$ cat config.mk
export PLATFORM = sky130hd
export DESIGN_NAME = sim_video_capture_flat
export DESIGN_NICKNAME = d
export VERILOG_FILES = /design/src/rtl/sim_video_pkg.sv /design/src/rtl/sim_video_capture_if.sv /design/src/rtl/sim_video_geom.sv /design/src/rtl/sim_video_capture.sv /design/src/flat_wrapper.sv
export SDC_FILE = /design/constraint.sdc
export NUM_CORES = 1
export LEC_CHECK = 0
export CORE_UTILIZATION = 57
export CTS_CLUSTER_SIZE = 8
export DETAILED_ROUTE_END_ITERATION = 12
export PLACE_DENSITY = 0.85
export SLEW_MARGIN = 20
export SYNTH_ARGS = -nofsm -noshare
export SYNTH_HDL_FRONTEND = slang
export SYNTH_SLANG_ARGS = --single-unit
$ cat constraint.sdc
create_clock -name clk_48 -period 5.5 [get_ports clk_48]
set_input_delay 1.1 -clock clk_48 [delete_from_list [all_inputs] [get_ports clk_48]]
set_output_delay 1.1 -clock clk_48 [all_outputs]
set_load 0.02 [all_outputs]
$ cat src/rtl/sim_video_pkg.sv
// Shared types and constants for the simulation video capture path:
// frame state encoding, the fixed 16-colour palette and the gray expander.
package sim_video_pkg;

  // Frame tracking state: waiting in vertical blank, or inside the active area.
  typedef enum logic {
    VBL    = 1'b0,
    ACTIVE = 1'b1
  } frame_state_e;

  // CGA-ordered palette, {R, G, B} with 8 bits per channel.
  localparam logic [23:0] CGA_PALETTE [16] = '{
    24'h000000, 24'h0000AA, 24'h00AA00, 24'h00AAAA,
    24'hAA0000, 24'hAA00AA, 24'hAA5500, 24'hAAAAAA,
    24'h555555, 24'h5555FF, 24'h55FF55, 24'h55FFFF,
    24'hFF5555, 24'hFF55FF, 24'hFFFF55, 24'hFFFFFF
  };

  // Replicate a bpp-wide index (held in the low bits of idx) MSB-first
  // until 8 bits are filled, so full-scale indices map to 0xFF.
  function automatic logic [7:0] gray_expand(input logic [3:0] idx, input int bpp);
    logic [7:0] r;
    r = '0;
    for (int i = 0; i < 8; i++) begin
      r[3'(7 - i)] = idx[2'(bpp - 1 - (i % bpp))];
    end
    return r;
  endfunction

endpackage

$ cat src/rtl/sim_video_capture_if.sv
// Bundle between a video core and the capture back-end.
// There is no backpressure: ce_pix qualifies every input sample, and every
// output changes only in response to an enabled sample (pulses excepted).
interface sim_video_capture_if #(
  parameter int BPP = 1,
  parameter int XW  = 11,
  parameter int YW  = 10
);
  // core side
  logic           ce_pix;
  logic [BPP-1:0] pix_in;
  logic           hblank;
  logic           vblank;
  logic           hsync;
  logic           vsync;

  // capture side
  logic [7:0]     VGA_R;
  logic [7:0]     VGA_G;
  logic [7:0]     VGA_B;
  logic           VGA_HB;
  logic           VGA_VB;
  logic           VGA_HS;
  logic           VGA_VS;
  logic           pix_valid;
  logic [XW-1:0]  pix_x;
  logic [YW-1:0]  pix_y;
  logic           frame_start;
  logic           frame_done;
  logic [XW-1:0]  line_width;
  logic [YW-1:0]  frame_height;
  logic [15:0]    frame_count;
  logic           geom_stable;

  // Video core / harness driving pixels
  modport master (
    output ce_pix, pix_in, hblank, vblank, hsync, vsync,
    input  VGA_R, VGA_G, VGA_B, VGA_HB, VGA_VB, VGA_HS, VGA_VS,
    input  pix_valid, pix_x, pix_y, frame_start, frame_done,
    input  line_width, frame_height, frame_count, geom_stable
  );

  // Capture back-end
  modport slave (
    input  ce_pix, pix_in, hblank, vblank, hsync, vsync,
    output VGA_R, VGA_G, VGA_B, VGA_HB, VGA_VB, VGA_HS, VGA_VS,
    output pix_valid, pix_x, pix_y, frame_start, frame_done,
    output line_width, frame_height, frame_count, geom_stable
  );

endinterface

$ cat src/rtl/sim_video_geom.sv
// Beam position tracking and frame geometry measurement.
// x counts active pixels in the current line, y counts completed non-empty
// lines in the current frame. Both saturate. At each frame end the measured
// geometry is compared with the previous frame to drive geom_stable.
module sim_video_geom
  import sim_video_pkg::*;
#(
  parameter int XW = 11,
  parameter int YW = 10
) (
  input  logic          clk,
  input  logic          rst,
  input  logic          ce,
  input  logic          hblank,
  input  logic          vblank,
  output logic [XW-1:0] pix_x,
  output logic [YW-1:0] pix_y,
  output logic [XW-1:0] line_width,
  output logic [YW-1:0] frame_height,
  output logic [15:0]   frame_count,
  output logic          geom_stable,
  output frame_state_e  state,
  output logic          vb_rise
);

  localparam logic [XW-1:0] X_MAX = '1;
  localparam logic [YW-1:0] Y_MAX = '1;

  logic [XW-1:0] x;
  logic [YW-1:0] y;
  logic [XW-1:0] ref_w;
  logic          uniform;
  logic [XW-1:0] prev_w;
  logic [YW-1:0] prev_h;
  logic          have_prev;
  logic          hb_q;
  logic          vb_q;

  logic          active;
  logic          hb_rise;
  logic          close_line;
  logic          first_line;
  logic          frame_end;
  logic [XW-1:0] x_inc;
  logic [YW-1:0] y_inc;
  logic [YW-1:0] y_closed;
  logic [XW-1:0] w_closed;
  logic          uni_closed;

  // Edge detection and the values a line/frame close would commit.
  // A line closes on hblank rising inside the active area, or on vblank
  // rising when the last line never saw its hblank edge; empty lines never
  // close. w_closed/uni_closed/y_closed already include such a closing line
  // so frame end sees the complete frame in the same cycle.
  always_comb begin
    active     = ~hblank & ~vblank;
    hb_rise    = hblank & ~hb_q & ~vblank;
    vb_rise    = vblank & ~vb_q;
    close_line = (x != '0) & (hb_rise | vb_rise);
    first_line = (y == '0);
    frame_end  = ce & vb_rise & (state == ACTIVE);
    x_inc      = (x == X_MAX) ? x : x + 1'b1;
    y_inc      = (y == Y_MAX) ? y : y + 1'b1;
    y_closed   = close_line ? y_inc : y;
    w_closed   = (close_line & first_line) ? x : ref_w;
    uni_closed = close_line ? (first_line | (uniform & (x == ref_w))) : uniform;
  end

  // Frame FSM, beam counters and geometry latches; everything advances on ce only.
  always_ff @(posedge clk) begin
    if (rst) begin
      state        <= VBL;
      x            <= '0;
      y            <= '0;
      ref_w        <= '0;
      uniform      <= 1'b0;
      prev_w       <= '0;
      prev_h       <= '0;
      have_prev    <= 1'b0;
      hb_q         <= 1'b1;
      vb_q         <= 1'b1;
      pix_x        <= '0;
      pix_y        <= '0;
      line_width   <= '0;
      frame_height <= '0;
      frame_count  <= '0;
      geom_stable  <= 1'b0;
    end else if (ce) begin
      hb_q <= hblank;
      vb_q <= vblank;
      if (active) begin
        pix_x <= x;
        x     <= x_inc;
        if (state == VBL) begin
          state <= ACTIVE;
          y     <= '0;
          pix_y <= '0;
        end else begin
          pix_y <= y;
        end
      end else if (close_line) begin
        line_width <= x;
        ref_w      <= w_closed;
        uniform    <= uni_closed;
        y          <= y_inc;
        x          <= '0;
      end
      if (frame_end) begin
        state        <= VBL;
        frame_height <= y_closed;
        frame_count  <= frame_count + 1'b1;
        geom_stable  <= uni_closed & have_prev &
                        (w_closed == prev_w) & (y_closed == prev_h);
        prev_w       <= w_closed;
        prev_h       <= y_closed;
        have_prev    <= 1'b1;
      end
    end
  end

endmodule

$ cat src/rtl/sim_video_capture.sv
// Video back-end for the simulation harness: registers the core's pixel
// index and timing, maps the index to 8-bit RGB, and reports beam position,
// frame geometry and per-frame strobes. All outputs lag the inputs by one
// enabled pixel.
module sim_video_capture
  import sim_video_pkg::*;
#(
  parameter int BPP      = 1,
  parameter int PAL_MODE = 0,
  parameter int XW       = 11,
  parameter int YW       = 10
) (
  input logic                clk_48,
  input logic                reset,
  sim_video_capture_if.slave vid
);

  logic [3:0]   idx;
  logic         active;
  logic [23:0]  rgb;
  frame_state_e state;
  logic         vb_rise;

  logic [7:0]   r_q;
  logic [7:0]   g_q;
  logic [7:0]   b_q;
  logic         hb_q;
  logic         vb_q;
  logic         hs_q;
  logic         vs_q;
  logic         valid_q;
  logic         start_q;
  logic         done_q;

  // Colour map: the index is zero-extended to 4 bits; blanked pixels are black.
  always_comb begin
    idx    = 4'(vid.pix_in);
    active = ~vid.hblank & ~vid.vblank;
    rgb    = '0;
    if (active) begin
      if (PAL_MODE == 1) begin
        rgb = CGA_PALETTE[idx];
      end else begin
        rgb = {3{gray_expand(idx, BPP)}};
      end
    end
  end

  sim_video_geom #(
    .XW(XW),
    .YW(YW)
  ) u_geom (
    .clk          (clk_48),
    .rst          (reset),
    .ce           (vid.ce_pix),
    .hblank       (vid.hblank),
    .vblank       (vid.vblank),
    .pix_x        (vid.pix_x),
    .pix_y        (vid.pix_y),
    .line_width   (vid.line_width),
    .frame_height (vid.frame_height),
    .frame_count  (vid.frame_count),
    .geom_stable  (vid.geom_stable),
    .state        (state),
    .vb_rise      (vb_rise)
  );

  // Colour/timing delay registers (hold between enables) and the pulse
  // outputs, which are recomputed every clock so they last one cycle.
  always_ff @(posedge clk_48) begin
    if (reset) begin
      r_q     <= '0;
      g_q     <= '0;
      b_q     <= '0;
      hb_q    <= 1'b0;
      vb_q    <= 1'b0;
      hs_q    <= 1'b0;
      vs_q    <= 1'b0;
      valid_q <= 1'b0;
      start_q <= 1'b0;
      done_q  <= 1'b0;
    end else begin
      valid_q <= vid.ce_pix & active;
      start_q <= vid.ce_pix & active & (state == VBL);
      done_q  <= vid.ce_pix & vb_rise & (state == ACTIVE);
      if (vid.ce_pix) begin
        r_q  <= rgb[23:16];
        g_q  <= rgb[15:8];
        b_q  <= rgb[7:0];
        hb_q <= vid.hblank;
        vb_q <= vid.vblank;
        hs_q <= vid.hsync;
        vs_q <= vid.vsync;
      end
    end
  end

  assign vid.VGA_R       = r_q;
  assign vid.VGA_G       = g_q;
  assign vid.VGA_B       = b_q;
  assign vid.VGA_HB      = hb_q;
  assign vid.VGA_VB      = vb_q;
  assign vid.VGA_HS      = hs_q;
  assign vid.VGA_VS      = vs_q;
  assign vid.pix_valid   = valid_q;
  assign vid.frame_start = start_q;
  assign vid.frame_done  = done_q;

endmodule
$ cat src/flat_wrapper.sv
// flat-port wrapper written by rule: the top's interface ports become plain ports
module sim_video_capture_flat import sim_video_pkg::*;
#(
  parameter int BPP      = 1,
  parameter int PAL_MODE = 0,
  parameter int XW       = 11,
  parameter int YW       = 10
)
  (clk_48, reset, vid_ce_pix, vid_pix_in, vid_hblank, vid_vblank, vid_hsync, vid_vsync, vid_VGA_R, vid_VGA_G, vid_VGA_B, vid_VGA_HB, vid_VGA_VB, vid_VGA_HS, vid_VGA_VS, vid_pix_valid, vid_pix_x, vid_pix_y, vid_frame_start, vid_frame_done, vid_line_width, vid_frame_height, vid_frame_count, vid_geom_stable);
  sim_video_capture_if #(.BPP(BPP), .XW(XW), .YW(YW)) vid_i ();
  input logic clk_48;
  input logic reset;
  input wire logic [$bits(vid_i.ce_pix)-1:0] vid_ce_pix;
  input wire logic [$bits(vid_i.pix_in)-1:0] vid_pix_in;
  input wire logic [$bits(vid_i.hblank)-1:0] vid_hblank;
  input wire logic [$bits(vid_i.vblank)-1:0] vid_vblank;
  input wire logic [$bits(vid_i.hsync)-1:0] vid_hsync;
  input wire logic [$bits(vid_i.vsync)-1:0] vid_vsync;
  output wire logic [$bits(vid_i.VGA_R)-1:0] vid_VGA_R;
  output wire logic [$bits(vid_i.VGA_G)-1:0] vid_VGA_G;
  output wire logic [$bits(vid_i.VGA_B)-1:0] vid_VGA_B;
  output wire logic [$bits(vid_i.VGA_HB)-1:0] vid_VGA_HB;
  output wire logic [$bits(vid_i.VGA_VB)-1:0] vid_VGA_VB;
  output wire logic [$bits(vid_i.VGA_HS)-1:0] vid_VGA_HS;
  output wire logic [$bits(vid_i.VGA_VS)-1:0] vid_VGA_VS;
  output wire logic [$bits(vid_i.pix_valid)-1:0] vid_pix_valid;
  output wire logic [$bits(vid_i.pix_x)-1:0] vid_pix_x;
  output wire logic [$bits(vid_i.pix_y)-1:0] vid_pix_y;
  output wire logic [$bits(vid_i.frame_start)-1:0] vid_frame_start;
  output wire logic [$bits(vid_i.frame_done)-1:0] vid_frame_done;
  output wire logic [$bits(vid_i.line_width)-1:0] vid_line_width;
  output wire logic [$bits(vid_i.frame_height)-1:0] vid_frame_height;
  output wire logic [$bits(vid_i.frame_count)-1:0] vid_frame_count;
  output wire logic [$bits(vid_i.geom_stable)-1:0] vid_geom_stable;
  assign vid_i.ce_pix = vid_ce_pix;
  assign vid_i.pix_in = vid_pix_in;
  assign vid_i.hblank = vid_hblank;
  assign vid_i.vblank = vid_vblank;
  assign vid_i.hsync = vid_hsync;
  assign vid_i.vsync = vid_vsync;
  assign vid_VGA_R = vid_i.VGA_R;
  assign vid_VGA_G = vid_i.VGA_G;
  assign vid_VGA_B = vid_i.VGA_B;
  assign vid_VGA_HB = vid_i.VGA_HB;
  assign vid_VGA_VB = vid_i.VGA_VB;
  assign vid_VGA_HS = vid_i.VGA_HS;
  assign vid_VGA_VS = vid_i.VGA_VS;
  assign vid_pix_valid = vid_i.pix_valid;
  assign vid_pix_x = vid_i.pix_x;
  assign vid_pix_y = vid_i.pix_y;
  assign vid_frame_start = vid_i.frame_start;
  assign vid_frame_done = vid_i.frame_done;
  assign vid_line_width = vid_i.line_width;
  assign vid_frame_height = vid_i.frame_height;
  assign vid_frame_count = vid_i.frame_count;
  assign vid_geom_stable = vid_i.geom_stable;
  sim_video_capture #(.BPP(BPP), .PAL_MODE(PAL_MODE), .XW(XW), .YW(YW)) u_core (.clk_48(clk_48), .reset(reset), .vid(vid_i));
endmodule
==> results of run 1 <==
==> report_power, final <==
part	total [mW]	switching (mW)	leakage [nW]	internal (mW)
Sequential	0.846	0.00720	0.928	0.839
Combinational	0.0838	0.0577	1.34	0.0261
Clock	1.11	0.417	0.273	0.693
==> metal layers <==
metal	vias to the layer above	GRT usage	wire length [µm]
met1	2457	0.353	5950
li1	2434	-	-
met5	-	0	0
met3	41	0.0616	1040
met2	247	0.506	7400
met4	0	0.155	472
==> metrics by stage <==
step / area (µm²) / utilization
finish: 6960 / 0.715
global route: 6960 / 0.715
CTS: 6960 / 0.715
detailed placement: 6360 / 0.654
global placement: 6360 / 0.654
floorplan: 5720 / -
==> worst register-to-register path: cells and delay by family (launching register included) <==
family,cells,cell delay [ns]
DFF,1,0.61
AOI/OAI and AO/OA,1,0.17
and+or+nand+nor,6,1.78
buffers and inverters,1,0.12
adders and majority gates,1,0.19
==> registers in the layout, indices dropped and copies added, names as in the netlist, 10 cells and up <==
| register | cells |
|---|---|
| u_core.u_geom.x | 11 |
| u_core.u_geom.ref_w | 11 |
| u_core.u_geom.frame_count | 16 |
| u_core.u_geom.prev_h | 10 |
| u_core.u_geom.line_width | 11 |
| u_core.u_geom.y | 10 |
| u_core.u_geom.prev_w | 11 |
| u_core.u_geom.pix_y | 10 |
| u_core.u_geom.pix_x | 11 |
==> cells in the final DEF (no fill, tap or decap), types with 2 or more instances in the layout <==
cell and instances:
a2111oi_0 3, a211oi_1 18, a21oi_1 67, a22oi_1 4, a31oi_1 4, a32oi_1 3
and2_1 3, and3_1 4, and3_2 2, and3_4 3, buf_4 7, bufinv_16 3
clkbuf_16 16, clkdlybuf4s50_1 84, clkinv_4 3, clkinvlp_4 5, conb_1 12, dfxtp_1 115
ha_1 5, inv_1 14, inv_6 3, mux2i_1 15, nand2_1 110, nand3_1 29
nand4_1 6, nand4b_1 2, nor2_1 77, nor2b_1 5, nor3_1 15, nor3_2 2
nor3b_1 2, nor4_1 13, nor4_2 2, o211ai_1 2, o21ai_0 6, or3_1 4
xnor2_1 13, xor2_1 55
==> layout make-up <==
| class | instances | area share |
|---|---|---|
| clock buffer | 17 | 0.0595 |
| clock inverter | 14 | 0.0259 |
| inverter | 14 | 0.00755 |
| multi-input combinational | 506 | 0.424 |
| sequential | 115 | 0.331 |
| tap | 133 | 0.0239 |
| timing repair buffer | 91 | 0.128 |
==> cells by family (layout without fill, tap and decap cells) <==
group	after synthesis	after routing	synth area share
compound gates	114	114	0.121
xor+xnor	68	68	0.105
simple gates	291	291	0.242
fa+ha+maj	5	5	0.0110
flops	115	115	0.405
mux	16	16	0.0288
buf+inv	88	136	0.0863
other cells	1	12	0.000660
==> worst min-delay path by stage <==
stage / startpoint / endpoint / slack, ns / cells after the start
floorplan: u_core.u_geom.have_prev$_SDFFE_PP0P_ / u_core.u_geom.have_prev$_SDFFE_PP0P_ / 0.43 / 2
detailed placement: u_core.u_geom.pix_y[7]$_SDFFE_PP0P_ / u_core.u_geom.pix_y[7]$_SDFFE_PP0P_ / 0.45 / 2
global placement: u_core.u_geom.pix_y[1]$_SDFFE_PP0P_ / u_core.u_geom.pix_y[1]$_SDFFE_PP0P_ / 0.44 / 2
CTS: u_core.u_geom.pix_y[7]$_SDFFE_PP0P_ / u_core.u_geom.pix_y[7]$_SDFFE_PP0P_ / 0.45 / 2
finish: u_core.u_geom.pix_y[3]$_SDFFE_PP0P_ / u_core.u_geom.pix_y[3]$_SDFFE_PP0P_ / 0.45 / 2
global route: u_core.u_geom.line_width[0]$_SDFFE_PP0P_ / u_core.u_geom.line_width[0]$_SDFFE_PP0P_ / 0.48 / 2
==> impl_metrics.csv, run 1 <==
group,metric,value,unit
clocking,worst_setup_hold_path_clk_slew,0.06,ns
critical_path,cpLargestDelayFamily,"simple AND/OR/NAND/NOR gates",
pwr,power_per_standard_cell_area,293,mW/mm²
route,wl,14900,µm
floorplanning,design.portCount,98,
route,drt-vias-per-instance,5.82,
sta,finalHoldWorstSlack,0.453,ns
critical_path,critPathMaxFanout,10,
route,remaining_drc_errors,0,
synthesis,synth_seq_cells,115,
run_status,outcome,"finished, final reports clean",
critical_path,critPathArrivalTime,3.84,ns
global_route,grt_usage,0.296,
clocking,tritoncts,"yes",
place,gp_congestion,0.951,
route,routed_wire_length_per_instance,16.7,µm
clocking,clock_tree.root_cell,"clkbuf_8",
critical_path,path_cells,"clkdlybuf4s50_1 > inv_1 > nor2_1 > a32oi_1 > nand4b_1 > or3_1 > xor2_1 > nor3_1",
clocking,cts_buffers,17,
floorplanning,core-area,0.00973,mm²
route,detail_route.first_pass.iterations,5,
synthesis,asyncSetResetFlopFracSynth,0,
synthesis,synth-edff-count,0,
synthesis,synth_seq_area_share,0.405,
synthesis,post_synth_main_area_contributors,"dfxtp_1 41%, xor2_1 8.5%, nand2_1 7.3%, a21oi_1 5.9%, nor2_1 5.1%",
sta,maxClockFrequency,286,MHz
critical_path,count_of_buffering_cells_on_the_critical_path_with_inverters_included,2,
layout,final_instance_count_excl_fillers,890,
floorplanning,initial_utilization,0.584,
global_route,grt_antenna_before_repair,0,
critical_path,worst_r2r_startpoint,"u_core.u_geom.x[1]$_SDFFE_PP0P_",
clocking,cts.repair_timing.setup_buffer_count,0,
sta,maxSlewHeadroom,0.309,
place,place.detailed.hpwl,9590,µm
clocking,level_count_of_the_clock_h_tree,4,
floorplanning,die_w,102,µm
layout,multi_input_comb_area,0.00295,mm²
job,cap_violations,0,
pwr,overall_power_of_the_completed_layout,2.04,mW
critical_path,timing.critical_path.required,5.85,ns
sta,setup_viol,0,
clocking,clkSinkCount,115,
floorplanning,die_area,0.0104,mm²
route,ant_nets,0,
synthesis,synth_largest_area_cell,"dfxtp_1",
layout,area_added_between_synthesis_and_finish,22.4,%
global_route,grt_remaining_overflow,0,
sta,finalSetupTns,0,ns
pwr,total_leakage_power,2.54,nW
critical_path,worst-r2r-cell-count,9,
floorplanning,die_y,102,µm
min_path,min_path_type,"reg -> reg",
synthesis,synthesis.instances,698,
critical_path,worst_setup_path_end_kind,"flip-flop",
critical_path,instance_count_on_the_critical_path,8,
pwr,power.ir.vdd_worst,205,µV
sta,timing.final.hold_violations,0,
route,detailroute.via_count,5179,
sta,finalWorstSetupSlack,2.01,ns
clocking,clk-insertion-delay-late,0.52,ns
clocking,hold_buffer_count_at_cts,0,
critical_path,r2r_setup_slack,2.56,ns
synthesis,synth_most_common_cell,"dfxtp_1",
global_route,grt_pass1_vias,4842,
synthesis,ys_warn_count,0,
clocking,clock_path_buffers,2,
synthesis,ys_top_cells_by_count,"115 x dfxtp_1, 110 x nand2_1, 77 x nor2_1",
sta,period_share,0.635,
layout,post_route_cells_drive_above_1_share,0.0753,
critical_path,worstSetupPathType,"in -> reg",
synthesis,yosysTopAreaCellShare,0.405,
sta,timing.final.crit_period,3.49,ns
route,first_iter_violations,305,
layout,final.fill_count,728,
place,place.port_buffers,85,
sta,slew_viol_final,0,
clocking,post_cts_resized,0,
critical_path,max_stage_delay_on_crit_path,0.68,ns
layout,final-seq-area,0.00230,mm²
layout,antennaDiodeCount,0,
critical_path,cp-start-kind,"input port",
sta,clock-skew-final,0.00921,ns
synthesis,netlist-cell-type-count,55,
critical_path,slowest_stage,"clkdlybuf4s50_1",
sta,grt_setup_unrepaired,"false",
synthesis,ys_dominant_reg_cell,"dfxtp_1",
critical_path,worst_setup_path_startpoint,"vid_ce_pix",
critical_path,regToRegEndpoint,"u_core.u_geom.ref_w[4]$_SDFFE_PP0P_",
place,number_of_placed_cells_counting_well_taps,859,
synthesis,synth.cell_area,0.00568,mm²
global_route,largest_net_degree_at_the_start_of_global_routing,105,
place,pre_cts_slack,1.58,ns
floorplanning,core.rowCount,36,
synthesis,synthesis.area_per_instance,8.14,µm²
critical_path,cp-endpoint,"u_core.u_geom.x[7]$_SDFFE_PP0P_",
sta,worst_pin_slew,1.04,ns
layout,num-nets-final,758,
global_route,grt_first_pass_wirelength,23700,µm
Power figures use the tool's default switching activity.
==> run 2, diff against run 1 <==
- CORE_UTILIZATION: 57 -> 53
- PLACE_DENSITY: 0.85 -> 0.8
- clock period: 5.5 -> 3.4 ns (I/O delays scaled with it)
==> impl_metrics.csv, run 2 (same netlist as run 1, synthesis figures left out) <==
group,metric,value,unit
run_status,outcome,"finished, final reports clean",
critical_path,worstSetupPathType,"reg -> reg",
place,number_of_placed_cells_counting_well_taps,881,
critical_path,slowest_stage,"a2111oi_0",
critical_path,worst_setup_path_end_kind,"flip-flop",
global_route,largest_net_degree_at_the_start_of_global_routing,115,
place,gp_congestion,0.931,
floorplanning,die_area,0.0111,mm²
layout,final_instance_count_excl_fillers,913,
route,wl,14700,µm
floorplanning,core.rowCount,37,
critical_path,path_cells,"inv_1 > ha_1 > nor2b_1 > and3_4 > nor4_2 > mux2i_1 > a2111oi_0 > buf_4 > a41o_1",
critical_path,max_stage_delay_on_crit_path,0.62,ns
clocking,hold_buffer_count_at_cts,0,
critical_path,critPathArrivalTime,3.47,ns
sta,timing.final.hold_violations,0,
layout,largest_register_ffs,16,
critical_path,timing.critical_path.required,3.87,ns
route,first_iter_violations,262,
clocking,cts_buffers,17,
clocking,level_count_of_the_clock_h_tree,4,
sta,clock-skew-final,0.0107,ns
critical_path,cp-endpoint,"u_core.u_geom.geom_stable$_SDFFE_PP0P_",
place,place.port_buffers,85,
critical_path,worst-r2r-cell-count,9,
sta,setup_viol,0,
sta,period_share,0.883,
clocking,clock_path_buffers,2,
min_path,min_path_type,"reg -> reg",
critical_path,instance_count_on_the_critical_path,9,
critical_path,regToRegEndpoint,"u_core.u_geom.geom_stable$_SDFFE_PP0P_",
sta,slew_viol_final,0,
critical_path,worst_r2r_startpoint,"u_core.u_geom.x[0]$_SDFFE_PP0P_",
pwr,total_leakage_power,2.64,nW
place,pre_cts_slack,0.105,ns
clocking,clkSinkCount,115,
layout,most-common-layout-cells,"115 x dfxtp_1, 110 x nand2_1, 84 x clkdlybuf4s50_1",
sta,maxClockFrequency,333,MHz
sta,finalSetupTns,0,ns
critical_path,count_of_buffering_cells_on_the_critical_path_with_inverters_included,2,
pwr,overall_power_of_the_completed_layout,3.25,mW
sta,maxSlewHeadroom,0.438,
sta,timing.final.crit_period,3.00,ns
clocking,clk-insertion-delay-late,0.53,ns
global_route,grt_pass1_vias,4978,
job,cap_violations,0,
layout,largest-register,"u_core.u_geom.frame_count",
floorplanning,die_y,106,µm
floorplanning,design.portCount,98,
sta,finalWorstSetupSlack,0.398,ns
place,place.detailed.hpwl,9920,µm
global_route,grt_usage,0.282,
route,ant_nets,0,
pwr,power_per_standard_cell_area,458,mW/mm²
layout,antennaDiodeCount,0,
layout,post_route_cells_drive_above_1_share,0.0978,
route,drt-vias-per-instance,5.57,
floorplanning,core-area,0.0104,mm²
critical_path,critPathMaxFanout,13,
route,detailroute.via_count,5089,
route,routed_wire_length_per_instance,16.1,µm
critical_path,cpLargestDelayFamily,"simple AND/OR/NAND/NOR gates",
clocking,cts.repair_timing.setup_buffer_count,0,
critical_path,r2r_setup_slack,0.40,ns
clocking,post_cts_resized,0,
route,remaining_drc_errors,0,
clocking,worst_setup_hold_path_clk_slew,0.06,ns
pwr,power.ir.vdd_worst,458,µV
floorplanning,die_w,106,µm
global_route,grt_remaining_overflow,0,
clocking,tritoncts,"yes",
global_route,grt_first_pass_wirelength,24800,µm
layout,num-nets-final,777,
global_route,grt_antenna_before_repair,0,
clocking,clock_tree.root_cell,"clkbuf_8",
critical_path,cp-start-kind,"flip-flop",
sta,worst_pin_slew,0.842,ns
layout,area_added_between_synthesis_and_finish,24.8,%
floorplanning,initial_utilization,0.548,
sta,grt_setup_unrepaired,"false",
route,detail_route.first_pass.iterations,5,
critical_path,worst_setup_path_startpoint,"u_core.u_geom.x[0]$_SDFFE_PP0P_",
layout,layout.cells.most_common,"dfxtp_1",
run 2: cell count changes in the layout (fill, tap and decap cells not counted):
cell,previous run,this run
buf_6,0,1
clkinvlp_4,5,1
bufinv_16,3,2
inv_6,3,5
clkinv_2,0,2
buf_4,7,25
clkbuf_1,0,1
clkbuf_8,1,2
run 2: worst min path at each step:
stage                                         start                                    to  cells after the start
2_1_floorplan  u_core.u_geom.have_prev$_SDFFE_PP0P_  u_core.u_geom.have_prev$_SDFFE_PP0P_                      2
3_3_place_gp    u_core.u_geom.pix_y[4]$_SDFFE_PP0P_   u_core.u_geom.pix_y[4]$_SDFFE_PP0P_                      2
3_5_place_dp    u_core.u_geom.pix_y[2]$_SDFFE_PP0P_   u_core.u_geom.pix_y[2]$_SDFFE_PP0P_                      2
4_1_cts         u_core.u_geom.pix_y[2]$_SDFFE_PP0P_   u_core.u_geom.pix_y[2]$_SDFFE_PP0P_                      2
5_1_grt         u_core.u_geom.pix_y[7]$_SDFFE_PP0P_   u_core.u_geom.pix_y[7]$_SDFFE_PP0P_                      2
6_report        u_core.u_geom.pix_y[2]$_SDFFE_PP0P_   u_core.u_geom.pix_y[2]$_SDFFE_PP0P_                      2
run 2: worst min-delay path, stage by stage (launching register included):
cell and delay (ns):
dfxtp_1 0.31, nand2_1 0.05, a21oi_1 0.05
run 2: report_power, final:
| group | total [mW] | internal (mW) | switching [mW] | leakage (nW) |
|---|---|---|---|---|
| registers | 1.37 | 1.36 | 0.0116 | 0.928 |
| logic | 0.144 | 0.0484 | 0.0959 | 1.43 |
| clock network | 1.74 | 1.07 | 0.663 | 0.284 |
run 2: routing by layer:
layer,up-vias,GRT usage,share of wire
met3,38,0.0668,0.057
li1,2477,-,-
met1,2392,0.347,0.42
met4,0,0.109,0.022
met2,182,0.478,0.50
met5,-,0,0
run 2: layout make-up:
type,count,area (µm²)
Clock buffer,19,432
Clock inverter,13,148
Fill cell,830,3280
Inverter,14,52.6
Multi-Input combinational cell,506,2950
Sequential cell,115,2300
Tap cell,136,170
Timing Repair Buffer,110,1040
run 2: through the flow:
step	area [µm²]	util	hold slack (ns)
after floorplan	5720	-	0.434
after global placement	6510	0.628	0.442
after detailed placement	6510	0.628	0.444
after CTS	7090	0.684	0.452
after global routing	7090	0.684	0.474
final	7090	0.684	0.451
